### src/rtl/blake_round_seq.sv
// BLAKE-512 round sequencer: walks NROUNDS x 8 G calls with sigma lookup and handshake.
// Optional cycle counter perf_cyc_o under `BLAKE_ROUND_SEQ_PERF_EN.
module blake_round_seq #(
  parameter int NROUNDS = 16,
  parameter int PERF_W  = 16
) (
  input  logic             clk,
  input  logic             rst_n,
  input  logic             start_i,
  output logic             busy_o,
  output logic             init_o,
  output logic [3:0]       round_idx_o,
  output logic [3:0]       sigma_idx_o,
  input  logic [3:0]       sigma_i,
  output logic             g_valid_o,
  input  logic             g_ready_i,
  output logic [2:0]       g_sel_o,
  output logic [3:0]       g_m0_idx_o,
  output logic [3:0]       g_m1_idx_o,
  input  logic             g_idle_i,
  output logic             final_o,
`ifdef BLAKE_ROUND_SEQ_PERF_EN
  output logic [PERF_W-1:0] perf_cyc_o,
`endif
  output logic             done_o
);

  typedef enum logic [2:0] {
    IDLE, INIT, SIG_A, SIG_B,
    ISSUE, DRAIN, FIN, DONE
  } state_e;

  localparam logic [3:0] LAST_R = 4'(NROUNDS - 1);

  state_e     state_q, state_d;
  logic [3:0] round_q, round_d;
  logic [2:0] gsel_q, gsel_d;
  logic [3:0] sig_a_q, sig_a_d;
  logic [3:0] sig_b_q, sig_b_d;
  logic       last_g;

  assign last_g = (gsel_q == 3'd7) && (round_q == LAST_R);

  always_ff @(posedge clk or negedge rst_n) begin
    if (!rst_n) begin
      state_q <= IDLE;
      round_q <= '0;
      gsel_q  <= '0;
      sig_a_q <= '0;
      sig_b_q <= '0;
    end else begin
      state_q <= state_d;
      round_q <= round_d;
      gsel_q  <= gsel_d;
      sig_a_q <= sig_a_d;
      sig_b_q <= sig_b_d;
    end
  end

  always_comb begin
    state_d = state_q;
    case (state_q)
      IDLE:  if (start_i) state_d = INIT;
      INIT:  state_d = SIG_A;
      SIG_A: state_d = SIG_B;
      SIG_B: state_d = ISSUE;
      ISSUE: if (g_ready_i) state_d = last_g ? DRAIN : SIG_A;
      DRAIN: if (g_idle_i) state_d = FIN;
      FIN:   state_d = DONE;
      DONE:  state_d = IDLE;
      default: state_d = IDLE;
    endcase
  end

  always_comb begin
    round_d = round_q;
    gsel_d  = gsel_q;
    sig_a_d = sig_a_q;
    sig_b_d = sig_b_q;
    case (state_q)
      INIT: begin
        round_d = '0;
        gsel_d  = '0;
      end
      SIG_A: sig_a_d = sigma_i;
      SIG_B: sig_b_d = sigma_i;
      ISSUE: begin
        if (g_ready_i) begin
          if (gsel_q != 3'd7) begin
            gsel_d = gsel_q + 3'd1;
          end else if (round_q != LAST_R) begin
            gsel_d  = '0;
            round_d = round_q + 4'd1;
          end
        end
      end
      // IDLE must present zero indices
      DONE: begin
        round_d = '0;
        gsel_d  = '0;
        sig_a_d = '0;
        sig_b_d = '0;
      end
      default: ;
    endcase
  end

  always_comb begin
    busy_o      = (state_q != IDLE);
    init_o      = (state_q == INIT);
    g_valid_o   = (state_q == ISSUE);
    final_o     = (state_q == FIN);
    done_o      = (state_q == DONE);
    round_idx_o = round_q;
    g_sel_o     = gsel_q;
    g_m0_idx_o  = sig_a_q;
    g_m1_idx_o  = sig_b_q;
    sigma_idx_o = '0;
    if (state_q == SIG_A) sigma_idx_o = {gsel_q, 1'b0};
    if (state_q == SIG_B) sigma_idx_o = {gsel_q, 1'b1};
  end

`ifdef BLAKE_ROUND_SEQ_PERF_EN
  logic [PERF_W-1:0] perf_q, perf_d;

  always_ff @(posedge clk or negedge rst_n) begin
    if (!rst_n) perf_q <= '0;
    else        perf_q <= perf_d;
  end

  always_comb begin
    perf_d = perf_q;
    if (state_q == IDLE) begin
      if (start_i) perf_d = '0;
    end else if (perf_q != '1) begin
      perf_d = perf_q + 1'b1;
    end
  end

  assign perf_cyc_o = perf_q;
`endif

endmodule

### config.mk
export PLATFORM = sky130hd
export DESIGN_NAME = blake_round_seq
export DESIGN_NICKNAME = d
export VERILOG_FILES = /design/src/rtl/blake_round_seq.sv
export SDC_FILE = /design/constraint.sdc
export NUM_CORES = 1
export LEC_CHECK = 0
export CAP_MARGIN = 20
export CORE_ASPECT_RATIO = 1.2
export CORE_UTILIZATION = 44
export DETAILED_ROUTE_END_ITERATION = 10
export HOLD_SLACK_MARGIN = 0.05
export PLACE_DENSITY = 0.77
export SYNTH_ARGS = -nofsm -noshare
export SYNTH_HDL_FRONTEND = slang
export SYNTH_SLANG_ARGS = --single-unit
### constraint.sdc
create_clock -name clk -period 1.7 [get_ports clk]
set_input_delay 0.34 -clock clk [delete_from_list [all_inputs] [get_ports clk]]
set_output_delay 0.34 -clock clk [all_outputs]
set_load 0.05 [all_outputs]
== Word level (Yosys, flattened, before mapping) ==
Cells that the tools add are included.
Storage, ports and cells
  register bits after elaboration: 18
  latch bits: 0
  memory bits (writable): 0
  memory bits (read-only): 0
  input port bits: 9
  output and inout bits: 24
  logic and storage cells: 51
  memories: 0
Cells by class
  $add $sub $neg: 2
  multiply operators: 0
  divide/modulo/power cells: 0
  $lt $le $gt $ge: 0
  equality and inequality tests: 17
  shifts and indexed selects: 0
  multiplexer cells: 17
  bitwise logic cells: 0
  reduce and logical (&&, ||, !) cells: 10
Operator list (number)
  $pmux 3 s8: 1
  $pmux 4 s2: 3
  $mux 3: 7
  $mux 4: 5
  $eq 3x3->1 const B: 5
  $eq 3x2->1 const B: 2
  $ne 2x2->1 const B: 3
  $pmux 3 s2: 1
  $reduce_and 3->1: 2
  $reduce_bool 2->1: 3
  $add 4x1->4 const B: 1
  $eq 4x4->1 const B: 1
  $ne 2x1->1 const B: 2
  $ne 4x4->1 const B: 1
  $reduce_and 4->1: 1
  $add 3x1->3 const B: 1
  $eq 3x1->1 const B: 1
  $logic_not 3->1: 1
  $ne 3x1->1 const B: 1
  $ne 3x3->1 const B: 1
  $reduce_bool 3->1: 1
  $reduce_or 2->1: 1
  $logic_and 1x1->1: 1

== Longest topological paths before layout ==
  depth after elaboration: 5
  gate-level depth with buffers: 6
  depth with buffers taken out: 5

== Worst setup path before layout ==
Ideal clock, no wire load.
  kind: register -> output
  start: register state_q[1]
  end: output port g_valid_o
  arrival: 1.754 ns
  path slack: -0.394 ns
  cell stages (with the launch flop): 4
  cells stage by stage: dfrtp_1 buf_6 clkbuf_1 nor3_1
Between the ends
  cells in the longest elaborated chain, start to end: 1
RTL lines
  start, declared: RTL line 35  | state_e state_q, state_d;
  start signal, assigned: RTL line 52  | state_q <= state_d;
  $eq 3x3->1: RTL line 111  | g_valid_o = (state_q == ISSUE);
  end, declared: RTL line 15  | output logic g_valid_o,
Every way passes these cells.

== Worst setup path in the final report ==
  start: register state_q[1]
  end: output port init_o
Between the ends
  cells in the longest elaborated chain, start to end: 1
RTL lines
  $eq 3x1->1: RTL line 110  | init_o = (state_q == INIT);
  end, declared: RTL line 11  | output logic init_o,
Every way passes these cells.

==> results.toml <==
[grt]
grt_pass1_vias = 892
globalRouteOverflowTotal = 0
global_router_s_overall_resource_usage_pct = 23.65
grt_max_degree = 19
grt_pass1_wl_um = 4126
antenna_found_initial = 0

[place]
io_buffer_count = 32
dp.final_hpwl_um = 1818
gp_routability_congestion = 0.8872
place_worst_setup_slack_ns = 0.07829

[cts]
tritoncts = "done"
clk_buf_depth = 2
htreeDepth = 1
worstSkewPairLatency_ns = 0.30
clk_pin_slew_worst_paths_ns = 0.11
cts-root-buf = "sky130_fd_sc_hd__clkbuf_4"
clkSinkCount = 18
cts_inserted_buffers = 3
cts.hold.buffers_added = 0

[critical_path]
reg_to_reg_critical_path_startpoint = "g_sel_o[0]$_DFFE_PN0P_"
worst-setup-path-type = "reg -> out"
worstRegToRegCells = 5
crit_chain = "inv_2, nand2_1, nor2_2, buf_12"
startpoint_type = "register"
worst_setup_path_startpoint = "state_q[1]$_DFFE_PN0P_"
worst_ep_arrival_time_ns = 1.32
worst_ep_required_time_ns = 1.36
end_kind = "primary output"
timing.reg2reg.setup_slack_ns = 0.15
slowest_cell_on_the_critical_path = "sky130_fd_sc_hd__dfrtp_2"
critical_path.max_fanout = 6
worst_path_largest_cell_delay_ns = 0.48
reg_to_reg_critical_path_endpoint = "state_q[2]$_DFFE_PN0P_"

[final_layout]
final_layout_size_suffix_gt1_share_pct = 44.60
layout.cells.most_common = "sky130_fd_sc_hd__buf_4"
areaGrowthSynthToFinish_pct = 58.39
mostFrequentLayoutCells = "24 x sky130_fd_sc_hd__buf_4, 12 x sky130_fd_sc_hd__dfrtp_1, 11 x sky130_fd_sc_hd__buf_12"
finalNetCount = 152
num-fill-cells = 166
register_cell_area_after_layout_um2 = 457.9
num_antenna_cells = 0
multi_input_area_um2 = 521.8

[drt]
detail_route.first_pass.iterations = 4
drc = 0
met3_length_um = 94
route.vias.total = 935
met1Wirelength_um = 1072
met2_wirelength_um = 1346
drt-total-wl_um = 2554
drtIter0Drc = 26
highest-signal-layer = "met4"
ant_nets = 0
routed_wire_length_per_instance_um = 15.11
via_per_inst = 5.533

[power]
total_power_mw = 2.886
powerDensity_mw_per_mm2 = 1836
power_leakage_nw = 0.7033
max-vdd-ir-drop_uv = 1417

[die]
io_pins = 33
die_w_um = 45.35
dieArea_mm2 = 0.002450
initial_utilization_pct = 47.37
die_height_um = 54.02
placementRows = 18
core_region_area_mm2 = 0.002095

[synthesis]
synthesis.area_per_instance_um2 = 10.23
postSynthCellCount = 97
synthDistinctLibCells = 36
main_combinational_cell_family_by_area_after_synthesis = "simple AND/OR/NAND/NOR gates"
yosysWarningCount = 0
synth_compound_area_share_pct = 18.54
syn-cell-area_um2 = 992.2
yosys_register_bits = 18
synth_xor_area_share_pct = 0.8827
muxShareOfSynthArea_pct = 6.557
synth_adder_area_share_pct = 3.783
synth.net_count = 109
synthSimpleGateAreaFrac_pct = 19.29
ys_seq_area_share_pct = 45.40

[sta]
maxSlewHeadroom_pct = 63.79
max_clock_freq_ghz = 0.6012
finalSetupViolCount = 0
max_slew.worst_pin.slew_ns = 0.5374
timing.clock.skew_ns = 0.002388
post-route-worst-setup-slack_ns = 0.03671
final_critical_path_share_of_the_clock_period_pct = 97.84
fin_crit_ns = 1.663
final_hold_viol_count = 0
setup_tns_after_final_layout_ns = 0
grt_setup_unrepaired = "yes"
final-max-slew-violation-count = 0

[outcome]
outcome = "finished clean"

[job]
max_cap_violations = 0

[hold_path]
hp-class = "in -> async"
==> kinds of logic after synthesis <==
kind of cell	Yosys count
AOI/OAI and AO/OA	27
xor gates and xnor gates	1
adders and majority gates	3
buffers and inverters	11
DFF	18
muxes	6
and+or+nand+nor	31
==> how the worst max path moves through the flow <==
| stage | cells past startpoint | end | slack [ns] |
|---|---|---|---|
| CTS | 3 | sigma_idx_o[3] | 0.008 |
| floorplan | 6 | state_q[2]$_DFFE_PN0P_ | -0.008 |
| global placement | 4 | round_idx_o[2]$_DFFE_PN0P_ | 0.13 |
| finish | 4 | init_o | 0.04 |
| global route | 3 | g_valid_o | -0.02 |
| detailed placement | 4 | round_idx_o[2]$_DFFE_PN0P_ | 0.08 |
==> state kept, by name, indices dropped and copies added (netlist names) <==
name	cells
state_q	3
g_m1_idx_o	4
round_idx_o	4
g_m0_idx_o	4
g_sel_o	3
==> layout make-up <==
type / instances / share of cell area, %
repair buffers: 44 / 31.29
flip-flops and latches: 18 / 29.14
well taps: 30 / 2.389
repair inverters: 1 / 0.4777
clock buffers: 4 / 2.309
inverters: 4 / 1.194
multi-input cells: 68 / 33.20
==> power by group <==
part | internal [mW] | switching (mW)
logic | 0.757 | 1.14
registers | 0.577 | 0.146
clock network | 0.131 | 0.140
==> Yosys cell counts <==
cell                        instances  area, um2
sky130_fd_sc_hd__mux2_2             4      45.04
sky130_fd_sc_hd__o22ai_1            1      6.260
sky130_fd_sc_hd__o32ai_1            1      8.760
sky130_fd_sc_hd__mux2i_1            2      20.02
sky130_fd_sc_hd__clkbuf_1           1      3.750
sky130_fd_sc_hd__and3b_1            1      8.760
sky130_fd_sc_hd__and4bb_4           1      16.27
sky130_fd_sc_hd__o2bb2ai_1          4      35.03
sky130_fd_sc_hd__xor2_1             1      8.760
sky130_fd_sc_hd__ha_1               3      37.54
sky130_fd_sc_hd__dfrtp_1           18      450.4
sky130_fd_sc_hd__buf_6              1      11.26
sky130_fd_sc_hd__nand3b_1           1      7.510
sky130_fd_sc_hd__nor2b_1            4      25.02
sky130_fd_sc_hd__nor2_1             6      22.52
sky130_fd_sc_hd__a21oi_1            4      20.02
sky130_fd_sc_hd__a311oi_1           1      8.760
sky130_fd_sc_hd__buf_2              3      15.01
sky130_fd_sc_hd__nand4_1            1      6.260
sky130_fd_sc_hd__and4_1             1      8.760
sky130_fd_sc_hd__and4b_1            1      10.01
sky130_fd_sc_hd__a31o_2             1      8.760
sky130_fd_sc_hd__o21ai_0            6      30.03
sky130_fd_sc_hd__nor3_1             2      10.01
sky130_fd_sc_hd__a211oi_1           2      15.01
sky130_fd_sc_hd__a31oi_1            2      12.51
sky130_fd_sc_hd__clkbuf_2           2      10.01
sky130_fd_sc_hd__nand2_1            2      7.510
sky130_fd_sc_hd__and2_1             1      6.260
sky130_fd_sc_hd__a22oi_1            4      30.03
sky130_fd_sc_hd__inv_1              4      15.01
sky130_fd_sc_hd__or3_1              1      6.260
sky130_fd_sc_hd__and3_1             4      25.02
sky130_fd_sc_hd__nand4bb_1          1      11.26
sky130_fd_sc_hd__a221oi_1           1      8.760
sky130_fd_sc_hd__nand3_1            4      20.02
==> worst max-delay path: cells and delay by family (launching register included) <==
kind,cells,cell delay [ns]
and+or+nand+nor,2,0.26
buffers and inverters,2,0.28
DFF,1,0.48
==> repair_timing <==
action                     4_1_cts  5_1_grt
setup endpoints to repair        9        9
resized for setup                5        7
cloned                           0        1
buffers inserted                 3        1
==> metrics by stage <==
stage	hold WS [ns]	utilization (%)	cells	cell area (um2)
finish	0.3650	75.03	169	1572
CTS	0.3748	73.54	167	1540
global placement	0.4880	70.01	160	1466
floorplan	0.04441	-	97	1011
detailed placement	0.4949	70.01	160	1466
global route	0.3652	75.03	169	1572
==> layer usage <==
metal / track usage (%) / vias up
met5: 0 / -
met4: 10.10 / 0
met3: 4.362 / 6
met2: 38.89 / 26
met1: 30.11 / 457
li1: - / 446
Note: power is estimated with default switching activity, not from simulation.
